[src/rtl/mte_round_engine.sv]
// Purpose: iterative keyed multi-round cipher; encrypts (sel=1) or decrypts (sel=0) one N-bit word per transaction.
// Latency: ROUNDS edges from accept to out_valid for a nonzero key; a zero key bypasses the rounds and is valid right after accept.
// Backpressure: result is held in DONE until out_ready; in_ready is low while busy, so a new word waits for the return to IDLE.
//
// Ports:
//   clock, reset_n        clock and asynchronous active-low reset
//   key, in_data, sel     transaction inputs, captured on the in_valid/in_ready edge
//   in_valid, in_ready    input handshake
//   out_data, out_valid   result and its valid flag, held until out_ready
//   out_ready             sink accepts the result
//   valid_key             the key behind the current result was nonzero
//   busy                  engine is in RUN or DONE
module mte_round_engine #(
  parameter int N      = 8,
  parameter int ROUNDS = 4,
  parameter int ROT    = 1
) (
  input  logic         clock,
  input  logic         reset_n,
  input  logic [N-1:0] key,
  input  logic [N-1:0] in_data,
  input  logic         sel,
  input  logic         in_valid,
  output logic         in_ready,
  output logic [N-1:0] out_data,
  output logic         out_valid,
  input  logic         out_ready,
  output logic         valid_key,
  output logic         busy
);

  localparam logic [N-1:0] N_W    = N'(N);
  localparam logic [N-1:0] ROT_W  = N'(ROT);
  localparam logic [N-1:0] LAST_W = N'(ROUNDS - 1);

  typedef enum logic [1:0] {
    IDLE = 2'd0,
    RUN  = 2'd1,
    DONE = 2'd2
  } state_t;

  state_t       state;
  state_t       state_nxt;

  logic [N-1:0] key_q;
  logic [N-1:0] x_q;
  logic [N-1:0] rnd_q;
  logic         sel_q;

  logic [N-1:0] rk;
  logic [N-1:0] enc_x;
  logic [N-1:0] dec_x;
  logic [N-1:0] round_x;
  logic         last_round;

  // Rotate left by any amount; the doubled word makes the wrap-around fall
  // out of a single shift, and reducing mod N keeps round indices >= N legal.
  function automatic logic [N-1:0] rotl(input logic [N-1:0] v, input logic [N-1:0] s);
    logic [2*N-1:0] t;
    t = {v, v} << (s % N_W);
    return t[2*N-1:N];
  endfunction

  // Round key for the index held in the counter.
  assign rk = rotl(key_q, rnd_q) ^ rnd_q;

  // Encrypt: xor, rotate left, add. Decrypt undoes it: subtract, rotate
  // right (a left rotate by N-ROT), xor.
  assign enc_x   = rotl(x_q ^ rk, ROT_W) + rk;
  assign dec_x   = rotl(x_q - rk, N_W - ROT_W) ^ rk;
  assign round_x = sel_q ? enc_x : dec_x;

  // Encrypt walks the index upward from 0, decrypt downward from ROUNDS-1.
  assign last_round = sel_q ? (rnd_q == LAST_W) : (rnd_q == '0);

  always_ff @(posedge clock or negedge reset_n) begin
    if (!reset_n) begin
      state <= IDLE;
    end else begin
      state <= state_nxt;
    end
  end

  always_comb begin
    state_nxt = state;
    in_ready  = 1'b0;
    out_valid = 1'b0;
    busy      = (state != IDLE);
    case (state)
      IDLE: begin
        in_ready = 1'b1;
        if (in_valid) begin
          state_nxt = (key != '0) ? RUN : DONE;
        end
      end
      RUN: begin
        if (last_round) begin
          state_nxt = DONE;
        end
      end
      DONE: begin
        out_valid = 1'b1;
        if (out_ready) begin
          state_nxt = IDLE;
        end
      end
      default: begin
        state_nxt = IDLE;
      end
    endcase
  end

  // Datapath. out_data/valid_key are only written on the edge that enters
  // DONE, so they stay stable through backpressure and afterwards.
  always_ff @(posedge clock or negedge reset_n) begin
    if (!reset_n) begin
      key_q     <= '0;
      x_q       <= '0;
      rnd_q     <= '0;
      sel_q     <= 1'b0;
      out_data  <= '0;
      valid_key <= 1'b0;
    end else begin
      case (state)
        IDLE: begin
          if (in_valid) begin
            key_q <= key;
            sel_q <= sel;
            x_q   <= in_data;
            rnd_q <= sel ? '0 : LAST_W;
            if (key == '0) begin
              out_data  <= in_data;
              valid_key <= 1'b0;
            end
          end
        end
        RUN: begin
          x_q <= round_x;
          if (last_round) begin
            out_data  <= round_x;
            valid_key <= 1'b1;
          end else if (sel_q) begin
            rnd_q <= rnd_q + 1'b1;
          end else begin
            rnd_q <= rnd_q - 1'b1;
          end
        end
        default: begin
        end
      endcase
    end
  end

endmodule

[config.mk]
export PLATFORM = sky130hd
export DESIGN_NAME = mte_round_engine
export DESIGN_NICKNAME = d
export VERILOG_FILES = /design/src/rtl/mte_round_engine.sv
export SDC_FILE = /design/constraint.sdc
export NUM_CORES = 1
export LEC_CHECK = 0
export CAP_MARGIN = 15
export CORE_UTILIZATION = 50
export DETAILED_ROUTE_END_ITERATION = 10
export PLACE_DENSITY = 0.82
export SLEW_MARGIN = 20
export SYNTH_ARGS = -nofsm -noshare
export SYNTH_HDL_FRONTEND = slang
export SYNTH_SLANG_ARGS = --single-unit
[constraint.sdc]
create_clock -name clock -period 8.5 [get_ports clock]
set_input_delay 0.85 -clock clock [delete_from_list [all_inputs] [get_ports clock]]
set_output_delay 0.85 -clock clock [all_outputs]
set_load 0.05 [all_outputs]
==> results.toml, run 1 <==
[timing]
fin_skew_ps = 11.91
grt_setup_unrepaired = "no"
setup_slack_ps = 4313
tightestPinTransition_ps = 882.5
slew_violations = 0
report.final.hold_viol_count = 0
finalCriticalPeriod_ps = 4187
timing.slew.headroom = 0.4102
clock.fmax_mhz = 238.9
hold_slack_ps = 485.0
finalCritPeriodShare = 0.4926
tns_ps = 0
setup-violations-final = 0

[detailed_routing]
drtIter0Drc = 138
finalWirelength_um = 7021
ant_nets = 0
firstDrtPassIters = 4
vias = 2579
avgViaCountPerCell = 5.998
drcViolationCount = 0
avgRoutedWirePerCell_um = 16.33

[global_route]
gr-total-overflow = 0
grt_use_total = 0.2370
grt_first_pass_wirelength_um = 11750
antenna_found_initial = 0
grt_pass1_vias = 2536
grt_max_degree = 37

[die]
die_h_um = 80.60
start_util = 0.5187
die_w_um = 80.60
rows = 28
die_area_um2 = 6496
core_um2 = 5956
ioPinCount = 33

[setup_path]
startpoint = "rnd_q[0]"
setup.worst_path.start_class = "flop"
cp_top_family = "multiplexers"
crit_path_end_kind = "flop"
critPathBufInv = 1
crit_chain = "mux4_1 -> mux2i_2 -> xor2_1 -> inv_1 -> ha_1 -> nand2_1 -> o31a_1 -> a31oi_1 -> mux2i_1 -> o21ai_0 -> nor3b_1 -> o31ai_1"
critPathKind = "reg2reg"
critPathMaxFanout = 19
crit_arrival_ps = 4380
cpMaxStageDelayCell = "dfrtp_1"
crit_required_ps = 8690
r2r_start = "rnd_q[0]"
critPathMaxStageDelay_ps = 860

[placed_design]
place_ws_ps = 4453
numPortBuffers = 32
dp_hpwl_um = 5369
gp_congestion = 0.8957

[layout]
drive_gt1_frac = 0.09014
finalNetCount = 396
diodes = 0
syn_to_final_growth_pct = 13.65

[worst_hold_path]
worstHoldStart = "valid_key"
hold_class = "reg2reg"

[cts]
insertion_delay_ps = 290
cts-root-buf = "clkbuf_8"
cts_made_buffers = 5
cts_resized = 0
clock_sinks = 36
cts.clk_slew.worst_paths_ps = 80
cts_max_level = 2
cts_setup_buffers = 0
cts_buffer_depth = 2
cts_hold_buf = 0
cts_tree = "built"

[yosys]
synth_area_um2 = 3089
yosysSeqAreaShare = 0.2916
synth-edff-count = 0
yosys.cell_types.count = 52
synth_seq_cells = 36
synth-async-reset-ratio = 1.000
synth_nets = 373
syn_inst = 331
yosysWarnings = 0
synth_flop_cell = "dfrtp_1"
avgSynthCellArea_um2 = 9.333

[job]
max_cap_viol_count = 0

[run_status]
status = "finished clean"
## cell type report
| class | count | area, um^2 |
|---|---|---|
| Clock buffer | 7 | 76.32 |
| Clock inverter | 1 | 8.758 |
| Fill cell | 499 | 2445 |
| Inverter | 19 | 71.32 |
| Multi-Input combinational cell | 259 | 2037 |
| Sequential cell | 36 | 900.9 |
| Tap cell | 75 | 93.84 |
| Timing Repair Buffer | 33 | 322.8 |
## routing by layer
layer  routed length, um  global-route usage  vias to the layer above
li1                    -                   -                     1243
met1                2958              0.2913                     1249
met2                3519              0.4085                       72
met3                 365             0.03636                       15
met4                 177              0.1000                        0
met5                   0                   0                        -
## path summary, 6_finish.rpt
kind,slack (ps),endpoint,depth (start not counted)
min,490,valid_key,2
max reg2reg,4310,out_data[7],12
min reg2reg,490,valid_key,2
min in group asynchronous,650,key_q[5],1
max,4310,out_data[7],12
max in group asynchronous,7330,x_q[0],1
## cells in the final DEF (no fill, tap or decap), types with 8 or more instances in the layout
cell | netlist | final
nand3_1 | 8 | 8
o21ai_0 | 17 | 17
mux2i_1 | 24 | 24
a21oi_1 | 18 | 18
xnor2_1 | 21 | 21
nor3_1 | 10 | 10
nand2_1 | 27 | 27
dfrtp_1 | 36 | 36
inv_1 | 18 | 18
clkdlybuf4s50_1 | 0 | 31
ha_1 | 20 | 20
mux2_2 | 9 | 9
nor2_1 | 22 | 22
## synth_stat cells, types with 8 or more instances
library cell | count | area, um^2
a21oi_1 | 18 | 90.09
clkbuf_1 | 14 | 52.55
dfrtp_1 | 36 | 900.9
ha_1 | 20 | 250.2
inv_1 | 18 | 67.56
mux2_2 | 9 | 101.4
mux2i_1 | 24 | 240.2
nand2_1 | 27 | 101.4
nand3_1 | 8 | 40.04
nor2_1 | 22 | 82.58
nor3_1 | 10 | 50.05
o21ai_0 | 17 | 85.08
xnor2_1 | 21 | 183.9
## cell families after synthesis
family | share of synthesized area
simple gates | 0.1446
mux | 0.1831
buf+inv | 0.04900
xor+xnor | 0.08668
compound gates | 0.1543
fa+ha+maj | 0.09073
flops | 0.2916
## through the flow
step                      std cells  utilization  area [um^2]
after floorplan                 331            -         3089
after global placement          422       0.5752         3426
after detailed placement        422       0.5752         3426
after CTS                       430       0.5895         3511
after global routing            430       0.5895         3511
final                           430       0.5895         3511
## state kept, by name, summed over array words and instances (netlist names)
name       flops
key_q          8
out_data       8
rnd_q          8
x_q            8
state          2
sel_q          1
valid_key      1
## worst min-delay path: cells and delay by family, from the launching register on
kind / cells / cell delay [ps]
compound gates: 1 / 60
flops: 1 / 340
simple gates: 1 / 40
Power of run 1 is not shown: default switching activity piles up to over one toggle a cycle in this logic, so the estimate is an artifact.
==> run 2, diff against run 1 <==
--- a/config.mk
+++ b/config.mk
@@ -8,7 +8,7 @@
 export CAP_MARGIN = 15
 export CORE_UTILIZATION = 50
 export DETAILED_ROUTE_END_ITERATION = 10
-export PLACE_DENSITY = 0.82
+export PLACE_DENSITY = 0.85
 export SLEW_MARGIN = 20
 export SYNTH_ARGS = -nofsm -noshare
 export SYNTH_HDL_FRONTEND = slang
==> constraint.sdc (replaced) <==
create_clock -name clock -period 3.4 [get_ports clock]
set_input_delay 0.34 -clock clock [delete_from_list [all_inputs] [get_ports clock]]
set_output_delay 0.34 -clock clock [all_outputs]
set_load 0.05 [all_outputs]
==> results.toml, run 2 (synthesized netlist as in run 1, its figures left out) <==
[cts]
cts_buffer_depth = 2
cts-root-buf = "clkbuf_8"
cts_max_level = 2
cts_hold_buf = 0
cts_made_buffers = 5
clock_sinks = 36
insertion_delay_ps = 300
cts.clk_slew.worst_paths_ps = 70
cts_tree = "built"

[detailed_routing]
vias = 2832
avgRoutedWirePerCell_um = 18.76
drcViolationCount = 0
avgViaCountPerCell = 6.103
firstDrtPassIters = 6
drtIter0Drc = 225
finalWirelength_um = 8704
ant_nets = 0

[run_status]
status = "complete, but fails checks"
violations = "setup timing"

[layout]
postLayoutCoreUtil = 0.6681
drive_gt1_frac = 0.2468
final_cell_mix = "35 x dfrtp_1, 32 x buf_4, 31 x clkdlybuf4s50_1"
finalNetCount = 430
final_common_cell = "dfrtp_1"
diodes = 0
syn_to_final_growth_pct = 28.80

[setup_path]
critPathKind = "reg2reg"
crit_chain = "buf_4 -> mux4_2 -> nand2_1 -> o21ai_2 -> ha_1 -> inv_1 -> ha_4 -> nand2_2 -> a211o_1 -> a31oi_1 -> mux2i_1 -> o21ai_1 -> nor3b_2 -> o31ai_1"
crit_arrival_ps = 3680
cpMaxStageDelayCell = "mux4_2"
critPathMaxStageDelay_ps = 520
critPathMaxFanout = 7
crit_path_end_kind = "flop"
setup.worst_path.start_class = "flop"
crit_required_ps = 3610

[global_route]
antenna_found_initial = 0
grt_first_pass_wirelength_um = 12920
gr-total-overflow = 0
grt_use_total = 0.2640
grt_max_degree = 37
grt_pass1_vias = 2802

[die]
die_area_um2 = 6496
start_util = 0.5187
core_um2 = 5956
rows = 28
die_w_um = 80.60
ioPinCount = 33
die_h_um = 80.60

[worst_hold_path]
hold_class = "in2async"

[timing]
fin_skew_ps = 4.362
finalCritPeriodShare = 1.020
finalCriticalPeriod_ps = 3469
tightestPinTransition_ps = 851.4
clock.fmax_mhz = 288.2
report.final.hold_viol_count = 0
timing.slew.headroom = 0.4324
grt_setup_unrepaired = "yes"
setup_slack_ps = -69.30
setup-violations-final = 2
slew_violations = 0

[placed_design]
dp_hpwl_um = 5770
numPortBuffers = 32
gp_congestion = 0.8890

[job]
max_cap_viol_count = 0
-- run 2: critical path, delay by kind of cell (launching register included) --
kind	cells	cell delay, ps
compound gates	5	900
fa+ha+maj	2	580
buf+inv	2	240
flops	1	470
mux	2	820
simple gates	3	360
-- run 2: layer usage --
layer  share of wire  GRT usage
met4           0.031     0.1143
met2            0.52     0.4712
met5               0          0
met1            0.41     0.3085
met3           0.039    0.04318
-- run 2: cell type report --
cell class	count	area, um^2
Multi-Input combinational cell	259	2237
Fill cell	447	1977
Sequential cell	36	902.1
Timing Repair Buffer	67	589.3
Tap cell	75	93.84
Clock buffer	7	76.32
Inverter	19	71.32
Clock inverter	1	8.758
-- run 2: worst paths after layout --
check | slack [ps] | start | cells past startpoint | to
hold / removal | 140 | reset_n | 1 | key_q[4]
setup reg to reg | -70 | rnd_q[0] | 14 | out_data[7]
setup / recovery | -70 | rnd_q[0] | 14 | out_data[7]
min in group clock | 490 | valid_key | 2 | valid_key
max in group asynchronous | 2680 | reset_n | 1 | rnd_q[0]
hold reg to reg | 490 | valid_key | 2 | valid_key
-- run 2: repair_timing --
| item | 4_1_cts | 5_1_grt |
|---|---|---|
| buffers inserted | 5 | 3 |
| endpoints found under the setup margin | 4 | 11 |
| pin swaps | 5 | 11 |
| resized for setup | 2 | 41 |
-- run 2: through the flow --
step | hold WS [ps] | cell area, um^2 | instances | setup WS (ps) | setup TNS [ps]
after floorplan | 44.41 | 3103 | 331 | 4.838 | 0
after global placement | 460.0 | 3628 | 448 | -25.95 | -25.95
after detailed placement | 476.9 | 3628 | 448 | -97.71 | -266.9
after CTS | 170.6 | 3749 | 461 | 8.882 | 0
after global routing | 207.3 | 3979 | 464 | -190.7 | -847.4
final | 140.5 | 3979 | 464 | -69.30 | -73.82
Power of run 2 is left out for the same reason.
